<file path="src/rtl/des_pkg.sv">
// Shared DES key-schedule constants: rotation table, PC-1/PC-2 index tables
// (DES 1-based bit numbering, MSB = bit 1), FSM state type and helpers.
package des_pkg;

  typedef enum logic {
    IDLE = 1'b0,
    RUN  = 1'b1
  } state_t;

  localparam logic [1:0] SHIFT [16] = '{
    2'd1, 2'd1, 2'd2, 2'd2, 2'd2, 2'd2, 2'd2, 2'd2,
    2'd1, 2'd2, 2'd2, 2'd2, 2'd2, 2'd2, 2'd2, 2'd1
  };

  localparam logic [6:0] PC1 [56] = '{
    7'd57, 7'd49, 7'd41, 7'd33, 7'd25, 7'd17, 7'd9,
    7'd1,  7'd58, 7'd50, 7'd42, 7'd34, 7'd26, 7'd18,
    7'd10, 7'd2,  7'd59, 7'd51, 7'd43, 7'd35, 7'd27,
    7'd19, 7'd11, 7'd3,  7'd60, 7'd52, 7'd44, 7'd36,
    7'd63, 7'd55, 7'd47, 7'd39, 7'd31, 7'd23, 7'd15,
    7'd7,  7'd62, 7'd54, 7'd46, 7'd38, 7'd30, 7'd22,
    7'd14, 7'd6,  7'd61, 7'd53, 7'd45, 7'd37, 7'd29,
    7'd21, 7'd13, 7'd5,  7'd28, 7'd20, 7'd12, 7'd4
  };

  localparam logic [5:0] PC2 [48] = '{
    6'd14, 6'd17, 6'd11, 6'd24, 6'd1,  6'd5,
    6'd3,  6'd28, 6'd15, 6'd6,  6'd21, 6'd10,
    6'd23, 6'd19, 6'd12, 6'd4,  6'd26, 6'd8,
    6'd16, 6'd7,  6'd27, 6'd20, 6'd13, 6'd2,
    6'd41, 6'd52, 6'd31, 6'd37, 6'd47, 6'd55,
    6'd30, 6'd40, 6'd51, 6'd45, 6'd33, 6'd48,
    6'd44, 6'd49, 6'd39, 6'd56, 6'd34, 6'd53,
    6'd46, 6'd42, 6'd50, 6'd36, 6'd29, 6'd32
  };

  // DES bit n of the 64-bit key lives at key[64-n].
  function automatic logic [55:0] pc1_perm(input logic [63:0] key);
    logic [55:0] r;
    r = '0;
    for (int i = 0; i < 56; i++) begin
      r[55-i] = key[7'd64 - PC1[i]];
    end
    return r;
  endfunction

  function automatic logic [27:0] rotl28(input logic [27:0] x, input logic [1:0] n);
    return (n == 2'd2) ? {x[25:0], x[27:26]} : {x[26:0], x[27]};
  endfunction

  function automatic logic [27:0] rotr28(input logic [27:0] x, input logic [1:0] n);
    return (n == 2'd2) ? {x[1:0], x[27:2]} : {x[0], x[27:1]};
  endfunction

  function automatic logic [55:0] rotl_cd(input logic [55:0] cd, input logic [1:0] n);
    return {rotl28(cd[55:28], n), rotl28(cd[27:0], n)};
  endfunction

  function automatic logic [55:0] rotr_cd(input logic [55:0] cd, input logic [1:0] n);
    return {rotr28(cd[55:28], n), rotr28(cd[27:0], n)};
  endfunction

endpackage

</file>
<file path="src/rtl/des_pc2.sv">
// Combinational PC-2 compression of the 56-bit {C,D} register to a 48-bit
// subkey; subkey[47] is DES bit 1.
module des_pc2
  import des_pkg::*;
(
  input  logic [55:0] cd,
  output logic [47:0] subkey
);

  always_comb begin
    subkey = '0;
    for (int i = 0; i < 48; i++) begin
      subkey[47-i] = cd[6'd56 - PC2[i]];
    end
  end

endmodule

</file>
<file path="src/rtl/des_key_schedule.sv">
// Sequential DES key schedule: one subkey per valid/ready handshake, encrypt
// or decrypt order. Optional odd-parity key check: DES_KEY_PARITY_CHECK_EN.
module des_key_schedule
  import des_pkg::*;
(
  input  logic        clk,
  input  logic        rst,
  input  logic        start,
  input  logic        decrypt,
  input  logic [63:0] key_in,
  input  logic        subkey_ready,
  output logic        subkey_valid,
  output logic [47:0] subkey,
  output logic [3:0]  key_idx,
  output logic        busy,
  output logic        done,
  output logic        parity_err
);

  // Handshake: a subkey transfers on a rising edge where subkey_valid and
  // subkey_ready are both high; valid depends only on registered state.

  state_t      state_q, state_d;
  logic [3:0]  cnt_q, cnt_d;
  logic        dir_q, dir_d;
  logic [55:0] cd_q, cd_d;
  logic        done_q, done_d;
  logic        perr_q, perr_d;
  logic        key_ok;
  logic        hs;
  logic [55:0] pc1_key;

  assign pc1_key = pc1_perm(key_in);
  assign hs      = (state_q == RUN) && subkey_ready;

`ifdef DES_KEY_PARITY_CHECK_EN
  always_comb begin
    key_ok = 1'b1;
    for (int b = 0; b < 8; b++) begin
      if (!(^key_in[b*8 +: 8])) key_ok = 1'b0;
    end
  end
`else
  assign key_ok = 1'b1;
`endif

  always_comb begin
    state_d = state_q;
    cnt_d   = cnt_q;
    dir_d   = dir_q;
    cd_d    = cd_q;
    done_d  = 1'b0;
    perr_d  = 1'b0;
    case (state_q)
      IDLE: begin
        if (start) begin
          if (key_ok) begin
            state_d = RUN;
            cnt_d   = 4'd0;
            dir_d   = decrypt;
            // Decrypt starts from C0D0, which equals C16D16.
            cd_d    = decrypt ? pc1_key : rotl_cd(pc1_key, SHIFT[0]);
          end else begin
            perr_d = 1'b1;
          end
        end
      end
      RUN: begin
        if (hs) begin
          if (cnt_q == 4'd15) begin
            state_d = IDLE;
            done_d  = 1'b1;
          end else begin
            cnt_d = cnt_q + 4'd1;
            cd_d  = dir_q ? rotr_cd(cd_q, SHIFT[4'd15 - cnt_q])
                          : rotl_cd(cd_q, SHIFT[cnt_q + 4'd1]);
          end
        end
      end
      default: state_d = IDLE;
    endcase
  end

  always_ff @(posedge clk) begin
    if (rst) begin
      state_q <= IDLE;
      cnt_q   <= 4'd0;
      dir_q   <= 1'b0;
      cd_q    <= '0;
      done_q  <= 1'b0;
      perr_q  <= 1'b0;
    end else begin
      state_q <= state_d;
      cnt_q   <= cnt_d;
      dir_q   <= dir_d;
      cd_q    <= cd_d;
      done_q  <= done_d;
      perr_q  <= perr_d;
    end
  end

  des_pc2 u_pc2 (
    .cd     (cd_q),
    .subkey (subkey)
  );

  assign subkey_valid = (state_q == RUN);
  assign busy         = (state_q == RUN);
  assign key_idx      = dir_q ? (4'd15 - cnt_q) : cnt_q;
  assign done         = done_q;
  assign parity_err   = perr_q;

endmodule

</file>
<file path="config.mk">
export PLATFORM = sky130hd
export DESIGN_NAME = des_key_schedule
export DESIGN_NICKNAME = d
export VERILOG_FILES = /design/src/rtl/des_pkg.sv /design/src/rtl/des_pc2.sv /design/src/rtl/des_key_schedule.sv
export SDC_FILE = /design/constraint.sdc
export NUM_CORES = 1
export LEC_CHECK = 0
export BUFFER_PORTS_ARGS = -buffer_cell sky130_fd_sc_hd__buf_4
export CORE_ASPECT_RATIO = 2
export CORE_MARGIN = 1.5
export CORE_UTILIZATION = 37
export DETAILED_ROUTE_END_ITERATION = 7
export SETUP_SLACK_MARGIN = 0.4
export SLEW_MARGIN = 30
export SYNTH_ARGS = -nofsm -noshare
export SYNTH_HDL_FRONTEND = slang
export SYNTH_SLANG_ARGS = --single-unit
</file>
<file path="constraint.sdc">
create_clock -name clk -period 4.7 [get_ports clk]
set_clock_uncertainty 0.05 [all_clocks]
set_input_delay 0.47 -clock clk [delete_from_list [all_inputs] [get_ports clk]]
set_output_delay 0.47 -clock clk [all_outputs]
set_load 0.02 [all_outputs]
</file>
==> impl_results.md <==
* Synthesized instance count at 765
* Leading register cell type out of synthesis: sky130_fd_sc_hd__dfxtp_1
* P&R area growth vs syn at 12.6%
* Final critical-path required period at 3.07 ns
* Clock Root Buffer: sky130_fd_sc_hd__clkbuf_16
* Port-buffer cells at 115
* Residual DRC at 0
* Initial antenna violation count at 0
* Worst-case hold path end point: busy
* Async S/R FF share, synth at 0%
* Die Y-Extent at 185 µm
* Worst R2R Setup Slack at about 1.6 ns
* Combined flip-flop and latch cell area at 1270 µm²
* Placed Cells at 956
* Result of the run: finished clean
* Synth Register Bits at 63
* Number of rows created at floorplan at 66
* Critical Path Sink Type: register
* Area post-placement at 6530 µm²
* Critical path launch point type: register
* Final Routed Wirelength at 21.7 mm
* Final Non-Filler Cells at 972
* Layout Nets at 836
* Iter 0 DRT Violations at 476
* Max-capacitance violation count at 0
* Pin count of the biggest net entering global routing at 98
* Number of post-CTS setup repair buffers at 0
* Sinks on the clock net at 63
* Max Clk Rate at 326 MHz
* Number of max-slew violations in the final report at 0
* Number of flops mapped to enable cells by yosys at 0
* Area taken by multi-input logic gates at around 4000 µm²
* Final weighted congestion in routability-driven placement at 0.794
* Endpoint arrival time on the critical path at approximately 3.2 ns
* Worst ir drop on vdd at approximately 170 µV
* Power per cell area at 285 nW/µm²
* Worst min-delay path class: in2reg
* Overall overflow remaining after global route at 0
* Origin of the worst min-delay path: start
* Hold path depth at 3
* Maximum clock insertion buffer count at 2
* Setup slack after layout at about 1.6 ns
* TritonCTS clock tree: built
* Total global-route track usage at 24.9%
* Clock latency of the later-clocked register in the worst-skew pair at about 0.35 ns
* Ratio of final minimum period to clock period at 65.3%
* HPWL after detailed placement at approximately 13 mm
* Starting density of the core at about 38%
* Number of nets produced by synthesis at between 800 and 900
* Final hold slack at roughly 0.35 ns
* Number of global-route vias before repair at 6,160
* Core Region at between 15,000 and 20,000 µm²
* # H-tree levels at 3
* Post-route cell area at between 6000 and 7000 µm²
* Vias/cell at 6.50
* Die ar. at about 17,000 µm²
* Static leakage at between 2 and 3 nW
* Final number of setup-violating endpoints at 0
* Number of cells upsized or downsized after cts at 0
* Count of synthesis-stage warnings from yosys at 0
* Vias after detailed routing at 6,314
* Sequential-to-total area share from yosys stat at 20.7%
* Launching point of the worst reg2reg path: cnt_q[1]
* Total CTS buffers at 9
* First-pass GRT wire length at 33.8 mm
* Clock slew at the register clock pins of the worst setup and hold paths at 0.07 ns
* Hold buffers post-CTS at 0
* Horizontal extent of the die at 93.8 µm
* Num ports at 125
* DR WL/cell at 22.3 µm
* Number of filler instances in the final layout at between 1,500 and 2,000
* End of the worst register-to-register path: cd_q[42]
* Crit path max fanout at 36
* Share of layout cells above drive strength 1 at 24.7%
* WS Path Type: reg2reg
* Slew at the pin with the worst max-slew slack at 0.968 ns
* Setup repair after global routing missed its margin: no
* Hold violation total from the final report at 0
* Data required time of the worst path at 4.84 ns
* Placement-stage worst setup slack at 1.67 ns
* Area of the mapped netlist at 6110 µm²
* Unique cell type count in the Yosys netlist at 54
* Count of TritonRoute iterations in the first routing pass at 6
* Setup tns final at 0 ns
* Final Total Pwr at a little under 2 mW
* Synthesized area per cell at 7.98 µm²
* Number of cells traversed by the worst register-to-register path at 9
* Relative max-transition margin at 35.5%
* Antenna viol nets, final at 0
* Core utilization of the finished layout at between 40% and 50%
* Antenna Cells at 0
[layer usage]
metal / up-vias / routed length, µm / global-route usage [%]
li1: 2886 / - / -
met1: 3130 / 8240 / 28.4
met2: 245 / 11500 / 44.4
met3: 53 / 1020 / 2.39
met4: 0 / 937 / 13.7
met5: - / 0 / 0
[how the worst max path moves through the flow]
stage                   from        to  cells past startpoint
CTS                 cnt_q[1]  cd_q[42]                      9
global route        cnt_q[1]  cd_q[43]                      9
finish              cnt_q[1]  cd_q[42]                      9
detailed placement  cnt_q[1]  cd_q[42]                      9
global placement    cnt_q[1]  cd_q[42]                      9
floorplan           cnt_q[1]  cd_q[16]                      8
[synth_stat cells, types with 16 or more instances]
cell / n / area [µm²]
sky130_fd_sc_hd__dfxtp_1: 63 / 1260
sky130_fd_sc_hd__mux2i_1: 57 / 571
sky130_fd_sc_hd__buf_4: 56 / 420
sky130_fd_sc_hd__nand2_1: 56 / 210
sky130_fd_sc_hd__a21oi_1: 52 / 260
sky130_fd_sc_hd__clkbuf_1: 48 / 180
sky130_fd_sc_hd__nor3_1: 48 / 240
sky130_fd_sc_hd__and3_1: 47 / 294
sky130_fd_sc_hd__o22ai_1: 37 / 231
sky130_fd_sc_hd__a221oi_2: 30 / 450
sky130_fd_sc_hd__buf_2: 27 / 135
sky130_fd_sc_hd__a21o_1: 21 / 158
sky130_fd_sc_hd__o221ai_1: 21 / 184
sky130_fd_sc_hd__and2_1: 18 / 113
sky130_fd_sc_hd__a221oi_1: 17 / 149
sky130_fd_sc_hd__a31oi_1: 17 / 106
sky130_fd_sc_hd__nand3b_1: 16 / 120
[layout by cell type, fill, tap and decap left out, types with 6 or more instances in the layout]
cell / n
sky130_fd_sc_hd__nor4_1: 14
sky130_fd_sc_hd__a221oi_1: 17
sky130_fd_sc_hd__nand3_1: 12
sky130_fd_sc_hd__clkbuf_16: 10
sky130_fd_sc_hd__a31oi_1: 17
sky130_fd_sc_hd__and3_1: 47
sky130_fd_sc_hd__nand3b_1: 16
sky130_fd_sc_hd__nor3_1: 48
sky130_fd_sc_hd__o211ai_1: 8
sky130_fd_sc_hd__mux2i_1: 57
sky130_fd_sc_hd__a221oi_2: 30
sky130_fd_sc_hd__nor2_1: 13
sky130_fd_sc_hd__a21o_1: 21
sky130_fd_sc_hd__o31ai_1: 14
sky130_fd_sc_hd__buf_4: 125
sky130_fd_sc_hd__nand2_1: 56
sky130_fd_sc_hd__o221ai_1: 21
sky130_fd_sc_hd__and2_1: 18
sky130_fd_sc_hd__a21oi_1: 52
sky130_fd_sc_hd__o22ai_1: 37
sky130_fd_sc_hd__inv_1: 6
sky130_fd_sc_hd__a221o_1: 6
sky130_fd_sc_hd__dfxtp_1: 61
[critical path, cell delays in order (launching register included)]
cell and delay (ns):
sky130_fd_sc_hd__dfxtp_1 0.53, sky130_fd_sc_hd__inv_1 0.11, sky130_fd_sc_hd__ha_1 0.42, sky130_fd_sc_hd__nor2b_4 0.09, sky130_fd_sc_hd__o21ai_4 0.14, sky130_fd_sc_hd__buf_4 0.38, sky130_fd_sc_hd__nand3_4 0.39, sky130_fd_sc_hd__buf_12 0.33
sky130_fd_sc_hd__a221oi_1 0.33, sky130_fd_sc_hd__o31ai_1 0.11
[flip-flops by register name, indices dropped and copies added, names as in the netlist]
signal / flops
busy: 1
cd_q: 56
cnt_q: 4
dir_q: 1
done: 1
[cells by family after synthesis]
group / share of synthesized area [%]
other cells: 0.0614
mux: 9.34
fa+ha+maj: 0.820
buf+inv: 14.1
simple gates: 22.2
flops: 20.7
xor+xnor: 0.574
compound gates: 32.3
[power breakdown]
group	switching (mW)	leakage [nW]	internal, mW
clock	0.284	0.171	0.515
sequential	0.0798	0.516	0.572
combinational	0.283	2.19	0.224
total	0.646	2.87	1.31
[layout make-up]
class	count	area share, %
Multi-Input combinational cell	556	58.4
Sequential cell	63	18.4
Timing Repair Buffer	127	14.1
Clock buffer	11	3.84
Tap cell	204	3.71
Clock inverter	5	1.26
Inverter	6	0.328
No activity file was read; power rests on OpenSTA's default activity.
